## config.mk

```make
export PLATFORM = sky130hd
export DESIGN_NAME = panel_input
export DESIGN_NICKNAME = d
export VERILOG_FILES = /design/src/rtl/panel_input.sv
export SDC_FILE = /design/constraint.sdc
export NUM_CORES = 1
export LEC_CHECK = 0
export ABC_AREA = 1
export CORE_UTILIZATION = 40
export DETAILED_ROUTE_END_ITERATION = 7
export GPL_TIMING_DRIVEN = 1
export PLACE_DENSITY = 0.64
export SLEW_MARGIN = 20
export SYNTH_ARGS = -nofsm -noshare
export SYNTH_HDL_FRONTEND = slang
export SYNTH_SLANG_ARGS = --single-unit
export TNS_END_PERCENT = 5
```

## constraint.sdc

```tcl
create_clock -name clock -period 2.2 [get_ports clock]
set_input_delay 0.33 -clock clock [delete_from_list [all_inputs] [get_ports clock]]
set_output_delay 0.33 -clock clock [all_outputs]
set_load 0.02 [all_outputs]
```

## src/rtl/panel_input.sv

```systemverilog
// Front-panel input conditioning: synchronises and debounces six LED buttons plus the
// maintenance button, toggles per-LED enables on short presses and maintenance mode on a long hold.
module panel_input #(
    parameter int unsigned TICK_DIV       = 100000,
    parameter int unsigned DEBOUNCE_COUNT = 8,
    parameter int unsigned LONG_PRESS     = 2000
) (
    input  logic       clock,
    input  logic       reset,
    input  logic [5:0] buttons,
    input  logic       mtne_button,
    output logic [5:0] led_enable,
    output logic       mtne_mode,
    output logic [5:0] press_pulse
);

    localparam int unsigned TW = (TICK_DIV > 1) ? $clog2(TICK_DIV) : 1;
    localparam int unsigned DW = $clog2(DEBOUNCE_COUNT + 1);
    localparam int unsigned HW = $clog2(LONG_PRESS + 1);
    localparam logic [TW-1:0] TickLast = TW'(TICK_DIV - 1);
    localparam logic [DW-1:0] DbLast   = DW'(DEBOUNCE_COUNT - 1);
    localparam logic [HW-1:0] HoldLast = HW'(LONG_PRESS - 1);

    typedef enum logic [1:0] {StIdle, StHeld, StWaitRelease} mtne_state_e;

    logic [6:0]          sync1_q, sync2_q;
    logic [TW-1:0]       tick_cnt_q;
    logic                tick;
    logic [6:0]          stable_q, stable_dly_q, stable_next;
    logic [6:0][DW-1:0]  db_cnt_q, db_cnt_next;
    logic [6:0]          press;
    mtne_state_e         state_q, state_next;
    logic [HW-1:0]       hold_q;
    logic                hold_clear, hold_inc, mode_toggle;
    logic [5:0]          led_q, pulse_q;
    logic                mode_q;

    assign tick  = (tick_cnt_q == TickLast);
    assign press = stable_q & ~stable_dly_q;

    // Counter advances only on ticks that still disagree; agreement restarts the count.
    always_comb begin
        stable_next = stable_q;
        db_cnt_next = db_cnt_q;
        if (tick) begin
            for (int i = 0; i < 7; i++) begin
                if (sync2_q[i] == stable_q[i]) begin
                    db_cnt_next[i] = '0;
                end else if (db_cnt_q[i] == DbLast) begin
                    stable_next[i] = sync2_q[i];
                    db_cnt_next[i] = '0;
                end else begin
                    db_cnt_next[i] = db_cnt_q[i] + DW'(1);
                end
            end
        end
    end

    always_ff @(posedge clock or negedge reset) begin
        if (!reset) begin
            state_q <= StIdle;
        end else begin
            state_q <= state_next;
        end
    end

    always_comb begin
        state_next = state_q;
        unique case (state_q)
            StIdle:        if (press[6]) state_next = StHeld;
            StHeld: begin
                if (!stable_q[6]) begin
                    state_next = StIdle;
                end else if (tick && hold_q == HoldLast) begin
                    state_next = StWaitRelease;
                end
            end
            StWaitRelease: if (!stable_q[6]) state_next = StIdle;
            default:       state_next = StIdle;
        endcase
    end

    always_comb begin
        hold_clear  = (state_q == StIdle) && press[6];
        hold_inc    = (state_q == StHeld) && stable_q[6] && tick;
        mode_toggle = hold_inc && (hold_q == HoldLast);
    end

    always_ff @(posedge clock or negedge reset) begin
        if (!reset) begin
            sync1_q      <= '0;
            sync2_q      <= '0;
            tick_cnt_q   <= '0;
            stable_q     <= '0;
            stable_dly_q <= '0;
            db_cnt_q     <= '0;
            hold_q       <= '0;
            led_q        <= '0;
            pulse_q      <= '0;
            mode_q       <= 1'b0;
        end else begin
            sync1_q      <= {mtne_button, buttons};
            sync2_q      <= sync1_q;
            tick_cnt_q   <= tick ? '0 : tick_cnt_q + TW'(1);
            stable_q     <= stable_next;
            stable_dly_q <= stable_q;
            db_cnt_q     <= db_cnt_next;
            if (hold_clear) begin
                hold_q <= '0;
            end else if (hold_inc) begin
                hold_q <= hold_q + HW'(1);
            end
            pulse_q <= press[5:0];
            // Freeze uses the registered mode, so a same-clock mode toggle sees the old value.
            led_q   <= led_q ^ (press[5:0] & {6{~mode_q}});
            mode_q  <= mode_q ^ mode_toggle;
        end
    end

    assign led_enable  = led_q;
    assign mtne_mode   = mode_q;
    assign press_pulse = pulse_q;

endmodule

```

Word level (Yosys, flattened, before mapping). Cells that the tools add are included.

Bits in registers: 99. Bits in latches: 0. RAM bits: 0. Memory bits (read-only): 0. Input bits: 9. Output and inout port bits: 13. Word-level logic and storage cells: 103. Memories: 0.

Add/subtract/negate cells: 9. Multipliers: 0. Divide/modulo/power cells: 0. $lt $le $gt $ge: 0. Equality and inequality tests: 21. Shifts and indexed selects: 0. Mux-type cells: 22. Bitwise gates (word level): 13. Reduce and logical (&&, ||, !) cells: 15.

Operator list (count): two-way mux 4 bit (14); adder 4 x 1 -> 4 bit, second input constant (7); == test 4 x 3 -> 1 bit, second input constant (7); AND reduction 3 bit (8); two-way mux 11 bit (2); adder 17 x 1 -> 17 bit, second input constant (1); == test 17 bit, second input constant (1); two-way mux 17 bit (1); adder 11 x 1 -> 11 bit, second input constant (1); == test 11 bit, second input constant (1); two-way mux 2 bit (4); inverter 1 bit (8); AND 7 bit (1); == test 1 bit (7); inverter 7 bit (1); AND 6 bit (1); case mux 2 bit (3 select lines) (1); bitwise XOR 6 bit (1); logical AND 1 bit (5); != test 2 bit, second input constant (2); != test 3 bit, second input constant (1); == test 2 x 1 -> 1 bit, second input constant (1); == test 2 bit, second input constant (1); zero test 2 bit (1); other kinds (2) (2).

Depth between registers and ports, before layout. Gate-level depths: netlist of the first run.

Depth after elaboration: 5. Gate-level depth with buffers: 11. Depth with buffers taken out: 10.

Least setup slack after synthesis of the first run. No wires, ideal clock.

Path type: reg2reg. Start point: reg tick_cnt_q[0]. End point: reg stable_q[2]. Setup time: 0.123 ns. Arrival: 1.325 ns. Required time: 2.077 ns. Slack: 0.752 ns. Cell stages (with the launch flop): 8. Path buffers: 1. Period minus slack after synthesis: 1.448 ns. Cell sequence: dfrtp_1 > ha_1 > nand3_4 > nor2_1 > nand3_2 > buf_2 > o21ai_0 > nand2_1.

Cells in the longest elaborated chain, start to end: 2.

RTL lines: from (decl) (line 27) `logic [TW-1:0] tick_cnt_q;`; from (signal assigned) (line 104) `tick_cnt_q <= tick ? '0 : tick_cnt_q + TW'(1);`; == test 17 bit (line 38) `assign tick = (tick_cnt_q == TickLast);`; AND reduction 3 bit (no source line); to (signal assigned) (line 105) `stable_q <= stable_next;`; to (decl) (line 29) `logic [6:0] stable_q, stable_dly_q, stable_next;`.

Every way passes these cells. A chain may end at the register's enable or synchronous reset.

Worst setup path after layout of the first run.
Start point: reg tick_cnt_q[0]. End point: reg state_q[1].

Cells in the longest elaborated chain, start to end: 4.

RTL lines: == test 17 bit (line 38); logical AND 1 bit (line 74) `end else if (tick && hold_q == HoldLast) begin`; != test 3 bit (no source line); AND reduction 3 bit (no source line); to (signal assigned) (line 61) `state_q <= StIdle;`; to (signal assigned) (line 63) `state_q <= state_next;`; to (decl) (line 32) `mtne_state_e state_q, state_next;`.

Every way passes these cells.

==> flow_summary_export.csv, run 1 <==
group,metric,value,unit
yosys,synthesis.instances,553,
routing,first_iter_violations,161,
yosys,yosysSeqAreaShare,0.526,
sta,hold_viol,0,
power,leakage,2.75,nW
grt,antenna_found_initial,0,
grt,gr-total-overflow,0,
floorplan,die_h,111,µm
floorplan,die_width,111,µm
layout,final_util,0.471,
placement,port_buffers,21,
setup_path,r2r_start,"tick_cnt_q[0]",
power,power,0.00366,W
sta,fin_crit,1820,ps
sta,slew_headroom,0.627,
clock_network,cts_tree,"done",
routing,viasPerCell,4.93,
yosys,synth-xor-area-share,0.0632,
yosys,synth_edf_count,0,
routing,met3_length,268,µm
sta,skew,4.84,ps
grt,grt_max_degree,45,
yosys,synth_most_common_cell,"nand2_1",
setup_path,cpMaxStageDelayCell,"inv_1",
hold_path,hold_start,"sync1_q[1]",
yosys,synth-compound-area-share,0.0218,
setup_path,required,2470,ps
setup_path,path_max_fanout,11,
grt,grt_pass1_wl,16.5,mm
placement,dp_hpwl,6.21,mm
clock_network,clkTransAtPathRegs,60,ps
setup_path,worstReg2RegEnd,"state_q[1]",
routing,post-route-drc-count,0,
yosys,synth_adder_area_share,0.0239,
setup_path,worstPathCellList,"ha_1 > nand3_4 > nor2_1 > nand3_2 > inv_1 > nand2_1 > o21ai_0",
routing,wl_met2,4.33,mm
floorplan,rows,39,
sta,min_period_over_period,0.825,
sta,fin_setup_tns,0,ps
clock_network,cts_buffers,9,
yosys,synth_ff_type,"dfrtp_1",
setup_path,endpoint_kind,"flip-flop",
yosys,synth-async-reset-ratio,1.00,
clock_network,root_buffer,"clkbuf_16",
placement,placed_cell_area,5050,µm²
power,peakVddDrop,0.604,mV
sta,setup_viol,0,
sta,worst_pin_slew,560,ps
grt,gr-usage-all-layers,0.168,
floorplan,coreArea,11500,µm²
yosys,synthTopCellsByArea,"dfrtp_1 53%, nand2_1 12%, nand3_1 8.2%",
floorplan,start_util,0.411,
layout,design_area,5400,µm²
layout,area_delta_synth_final,14.5,%
sta,drv_slew,0,
clock_network,cts_resized,0,
setup_path,crit_arrival,2080,ps
hold_path,min_to,"sync2_q[1]",
placement,gp_congestion,0.892,
yosys,synth_cell_types,26,
yosys,syn_area,4710,µm²
layout,n_antenna_cell,0,
layout,drive_gt1_frac,0.0653,
grt,grt_pass1_vias,3583,
setup_path,worstSetupPathType,"flip-flop to flip-flop",
routing,met1_length,4.33,mm
yosys,yosysTopAreaCell,"dfrtp_1",
routing,vias,3575,
sta,fmax,551,MHz
setup_path,cpPeakStageDelay,380,ps
routing,ant_nets,0,
clock_network,cts_max_path_buffers,2,
hold_path,min_path_type,"flip-flop to flip-flop",
floorplan,dieArea,12200,µm²
sta,rsz0062_at_grt,"no",
routing,drt_wl_total,9.10,mm
clock_network,cts-htree-levels,3,
yosys,syn_avg_cell_area,8.52,µm²
setup_path,reg2reg_slack,380,ps
clock_network,ctsHoldBuffers,1,
clock_network,clock_latency,350,ps
yosys,synth_mux_area_frac,0,
clock_network,postCtsSetupBuffers,0,
clock_network,clock-sinks,99,
yosys,synth_top_area_share,0.526,
power,powerDensity,677,nW/µm²
run,cap_violations,0,
yosys,synthTopCellsByCount,"148 x nand2_1, 99 x dfrtp_1, 77 x nand3_1",
yosys,ys_seq_elements,99,
outcome,outcome,"completed",
layout,finalNetCount,595,
routing,top_layer,"met4",
yosys,yosysWarningCount,0,
layout,fill_cells,1090,
yosys,syn_nets,571,
routing,post_drt_wl_per_cell,12.5,µm
yosys,synth_top_family_by_area,"simple AND/OR/NAND/NOR gates",
hold_path,hold_depth,0,
yosys,yosys.area_share.simple,0.300,
floorplan,io_pins,22,
setup_path,setup.worst_path.start_class,"flip-flop",
routing,firstDrtPassIters,4,
setup_path,reg2regPathDepth,7,
## metal layers
| layer | global-route usage | vias to the layer above |
|---|---|---|
| met2 | 0.279 | 51 |
| met3 | 0.0307 | 12 |
| met5 | 0 | - |
| met1 | 0.216 | 1706 |
| met4 | 0.0684 | 0 |
| li1 | - | 1806 |
## layout make-up
cell class                 instances  area [µm²]  share of cell area
clock inverter                     3        68.8              0.0127
multi-input combinational        385        1930               0.357
inverter                          54         203              0.0375
timing repair buffer              28         275              0.0510
sequential                        99        2480               0.459
tap                              143         179              0.0331
clock buffer                      13         270              0.0501
## cells by family (layout without fill, tap and decap cells)
logic type	Yosys count	after routing
buffers and inverters	69	98
adders and majority gates	9	9
xor gates and xnor gates	34	34
DFF	99	99
and+or+nand+nor	323	323
AOI/OAI and AO/OA	19	19
## layout by cell type (no fill, tap or decap), types with 2 or more instances in the layout
| master | netlist | layout |
|---|---|---|
| a21oi_1 | 3 | 3 |
| buf_4 | 2 | 6 |
| bufinv_16 | 0 | 2 |
| clkbuf_16 | 0 | 9 |
| clkbuf_8 | 0 | 3 |
| clkdlybuf4s50_1 | 0 | 20 |
| dfrtp_1 | 99 | 99 |
| ha_1 | 9 | 9 |
| inv_1 | 51 | 51 |
| inv_2 | 3 | 3 |
| nand2_1 | 148 | 148 |
| nand3_1 | 77 | 77 |
| nand3_2 | 2 | 2 |
| nand4_1 | 13 | 13 |
| nor2_1 | 59 | 59 |
| nor2_2 | 6 | 6 |
| nor3_1 | 11 | 11 |
| o21ai_0 | 13 | 13 |
| o21bai_1 | 2 | 2 |
| or2_2 | 4 | 4 |
| xnor2_1 | 6 | 6 |
| xor2_1 | 28 | 28 |
## report_power, final
part	leakage (nW)	internal [W]	switching [W]	total, W
Clock	0.166	0.00109	0.000659	0.00175
Combinational	1.25	0.0000205	0.0000453	0.0000658
Sequential	1.34	0.00183	0.00000631	0.00184
## flip-flops by register name, indices dropped and copies added, names as in the netlist
signal / flops
press_pulse: 6
tick_cnt_q: 17
led_enable: 6
mtne_mode: 1
sync2_q: 7
stable_q: 7
stable_dly_q: 7
state_q: 2
sync1_q: 7
hold_q: 11
db_cnt_q: 28
## through the flow
step                      std cells  setup slack (ps)  hold slack, ps
after floorplan                 553               752            34.4
after global routing            725               177             352
after global placement          708               478             332
after detailed placement        708               366             335
final                           725               385             348
after CTS                       725               383             350
## worst max-delay path: cells and delay by family (launching register included)
kind,cells,cell delay (ps)
simple gates,4,570
buf+inv,1,380
flops,1,370
fa+ha+maj,1,260
compound gates,1,160
## worst max path at each step
| stage | slack (ps) | start | to | cells after the start |
|---|---|---|---|---|
| final | 380 | tick_cnt_q[0] | state_q[1] | 7 |
| after global routing | 180 | tick_cnt_q[0] | state_q[0] | 8 |
| after CTS | 380 | tick_cnt_q[0] | state_q[0] | 8 |
| after detailed placement | 370 | tick_cnt_q[0] | state_q[1] | 7 |
| after global placement | 480 | tick_cnt_q[0] | hold_q[10] | 6 |
| after floorplan | 750 | tick_cnt_q[0] | stable_q[2] | 7 |
Note: power is estimated with default switching activity, not from simulation.
==> run 2, diff against run 1 <==
- clock period: 2.2 -> 1.85 ns (I/O delays scaled with it)
==> run 2 against run 1 <==
Against the previous run:
- fmax is 6.9% higher
- wire length is 1.3% higher
- non-clock buffer count is 5 higher
- total power is 9.5% higher
- first-iteration DRC count is 3.7% higher
- combinational power is 27% higher
- global-route usage is 0.15 points lower
- via count is 0.81% higher
- critical path type unchanged
- critical endpoint is now mtne_mode
- die area stayed put
- count of clock-buffer cells in the layout is 2 lower
- sequential share of layout area hardly changed
==> flow_summary_export.csv, run 2 (same netlist as run 1, synthesis figures left out) <==
group,metric,value,unit
routing,viasPerCell,4.94,
hold_path,min_path_type,"flip-flop to flip-flop",
setup_path,startpoint,"hold_q[0]",
routing,met3_length,464,µm
setup_path,cpPeakStageDelay,470,ps
setup_path,reg2regPathDepth,6,
clock_network,cts_max_path_buffers,2,
floorplan,start_util,0.411,
setup_path,worstSetupPathType,"flip-flop to flip-flop",
power,switchingPower,0.000853,W
sta,drv_slew,0,
routing,met1_length,4.29,mm
sta,slew_headroom,0.644,
routing,drt_wl_total,9.21,mm
routing,wl_met2,4.26,mm
layout,final_util,0.471,
grt,gr-total-overflow,0,
setup_path,worstReg2RegEnd,"mtne_mode",
sta,skew,7.14,ps
clock_network,root_buffer,"clkbuf_16",
setup_path,r2r_start,"hold_q[0]",
clock_network,cts-htree-levels,3,
layout,reg_top3,"db_cnt_q x28, tick_cnt_q x17, hold_q x11",
power,p_int,0.00315,W
layout,multiInputGateArea,1940,µm²
setup_path,critPathBufInv,0,
power,leakage,2.76,nW
hold_path,hold_depth,0,
power,pwr-share-seq,0.546,
layout,finalNetCount,600,
layout,design_area,5400,µm²
power,combPwrFrac,0.021,
setup_path,path_delay_family,"simple AND/OR/NAND/NOR gates",
routing,first_iter_violations,167,
floorplan,coreArea,11500,µm²
power,powerDensity,741,nW/µm²
floorplan,rows,39,
placement,placed_cell_area,5100,µm²
clock_network,postCtsSetupBuffers,0,
sta,fmax,589,MHz
sta,worst_pin_slew,534,ps
sta,rsz0062_at_grt,"yes",
clock_network,clock-sinks,99,
power,clkPwrFrac,0.433,
floorplan,die_width,111,µm
setup_path,endpoint_kind,"flip-flop",
grt,grt_pass1_vias,3507,
hold_path,hold_start,"sync1_q[0]",
power,sw_frac_of_total,0.213,
sta,fin_crit,1700,ps
placement,place_inst,713,
grt,grt_max_degree,40,
power,peakVddDrop,0.568,mV
floorplan,io_pins,22,
setup_path,worstPathCellList,"ha_1 > nand3_1 > nor3_4 > nand4_1 > nand2_1 > nand2_1",
sta,setup_viol,0,
hold_path,min_to,"sync2_q[0]",
layout,drive_gt1_frac,0.0767,
setup_path,path_max_fanout,8,
routing,top_layer,"met4",
setup_path,cpMaxStageDelayCell,"dfrtp_1",
sta,hold_slack,348,ps
layout,area_delta_synth_final,14.6,%
routing,post_drt_wl_per_cell,12.6,µm
floorplan,dieArea,12200,µm²
grt,gr-usage-all-layers,0.166,
layout,fill_cells,1064,
layout,seqCellArea,2480,µm²
routing,post-route-drc-count,0,
clock_network,clkTransAtPathRegs,60,ps
sta,hold_viol,0,
routing,firstDrtPassIters,4,
run,cap_violations,0,
layout,layout_commonest_cell,"nand2_1",
layout,largest_reg_flops,28,
routing,vias,3604,
layout,final-instance-count-excl-fill,730,
layout,regMostFlops,"db_cnt_q",
sta,min_period_over_period,0.918,
grt,antenna_found_initial,0,
clock_network,clock_latency,350,ps
grt,grt_pass1_wl,16.3,mm
routing,ant_nets,0,
clock_network,cts_tree,"done",
placement,port_buffers,21,
setup_path,setup.worst_path.start_class,"flip-flop",
placement,gp_congestion,0.925,
setup_path,crit_arrival,1930,ps
setup_path,reg2reg_slack,150,ps
outcome,outcome,"completed",
setup_path,crit_top_cell,"nand2_1",
layout,n_antenna_cell,0,
clock_network,cts_buffers,9,
setup_path,required,2090,ps
layout,final_cell_mix,"148 x nand2_1, 99 x dfrtp_1, 77 x nand3_1",
floorplan,die_h,111,µm
placement,dp_hpwl,6.33,mm
run 2: changes by cell type in the layout (fill, tap and decap cells not counted), moves of 2 or more:
cell,delta
clkbuf_8,-2
bufinv_16,-2
clkinv_2,+4
buf_4,+3
run 2: how the worst max path moves through the flow:
stage             endpoint  slack, ps  depth (start not counted)
6_report         mtne_mode        150                          6
5_1_grt          mtne_mode         -9                          6
4_1_cts          mtne_mode         20                          6
3_5_place_dp     mtne_mode         30                          6
3_3_place_gp     mtne_mode         30                          6
2_1_floorplan  stable_q[2]        400                          7
run 2: routing by layer:
| layer | up-vias | track usage |
|---|---|---|
| li1 | 1820 | - |
| met1 | 1703 | 0.221 |
| met2 | 68 | 0.259 |
| met3 | 13 | 0.0373 |
| met4 | 0 | 0.0756 |
| met5 | - | 0 |
run 2: per-stage QoR:
stage	setup WS [ps]	total power (W)	setup TNS, ps
2_1_floorplan	402	0.00224	0
3_3_place_gp	27.8	0.00231	0
3_5_place_dp	33.6	0.00231	0
4_1_cts	21.9	0.00408	0
5_1_grt	-8.93	0.00418	-8.93
6_report	152	0.00400	0
run 2: power groups by stage:
stage	clock network (W)	registers (W)	logic [W]
floorplan	0	0.00223	0.00000991
global placement	0	0.00223	0.0000851
detailed placement	0	0.00223	0.0000859
CTS	0.00180	0.00219	0.0000879
global route	0.00190	0.00219	0.0000965
finish	0.00173	0.00219	0.0000834
run 2: final cells by class:
type                            count  area share
Sequential cell                    99       0.459
Multi-Input combinational cell    385       0.359
Timing Repair Buffer               33      0.0609
Clock buffer                       11      0.0449
Inverter                           54      0.0382
Tap cell                          143      0.0331
Clock inverter                      5     0.00533
run 2: repair_timing:
action,in CTS,in global routing
resized for setup,0,4
endpoints found under the hold margin,36,0
endpoints found under the setup margin,0,5
hold buffers,1,0
run 2: worst register-to-register path, cell delays in order (launching register included):
cell and delay [ps]:
dfrtp_1 470, ha_1 280, nand3_1 260, nor3_4 330, nand4_1 120, nand2_1 70
nand2_1 50
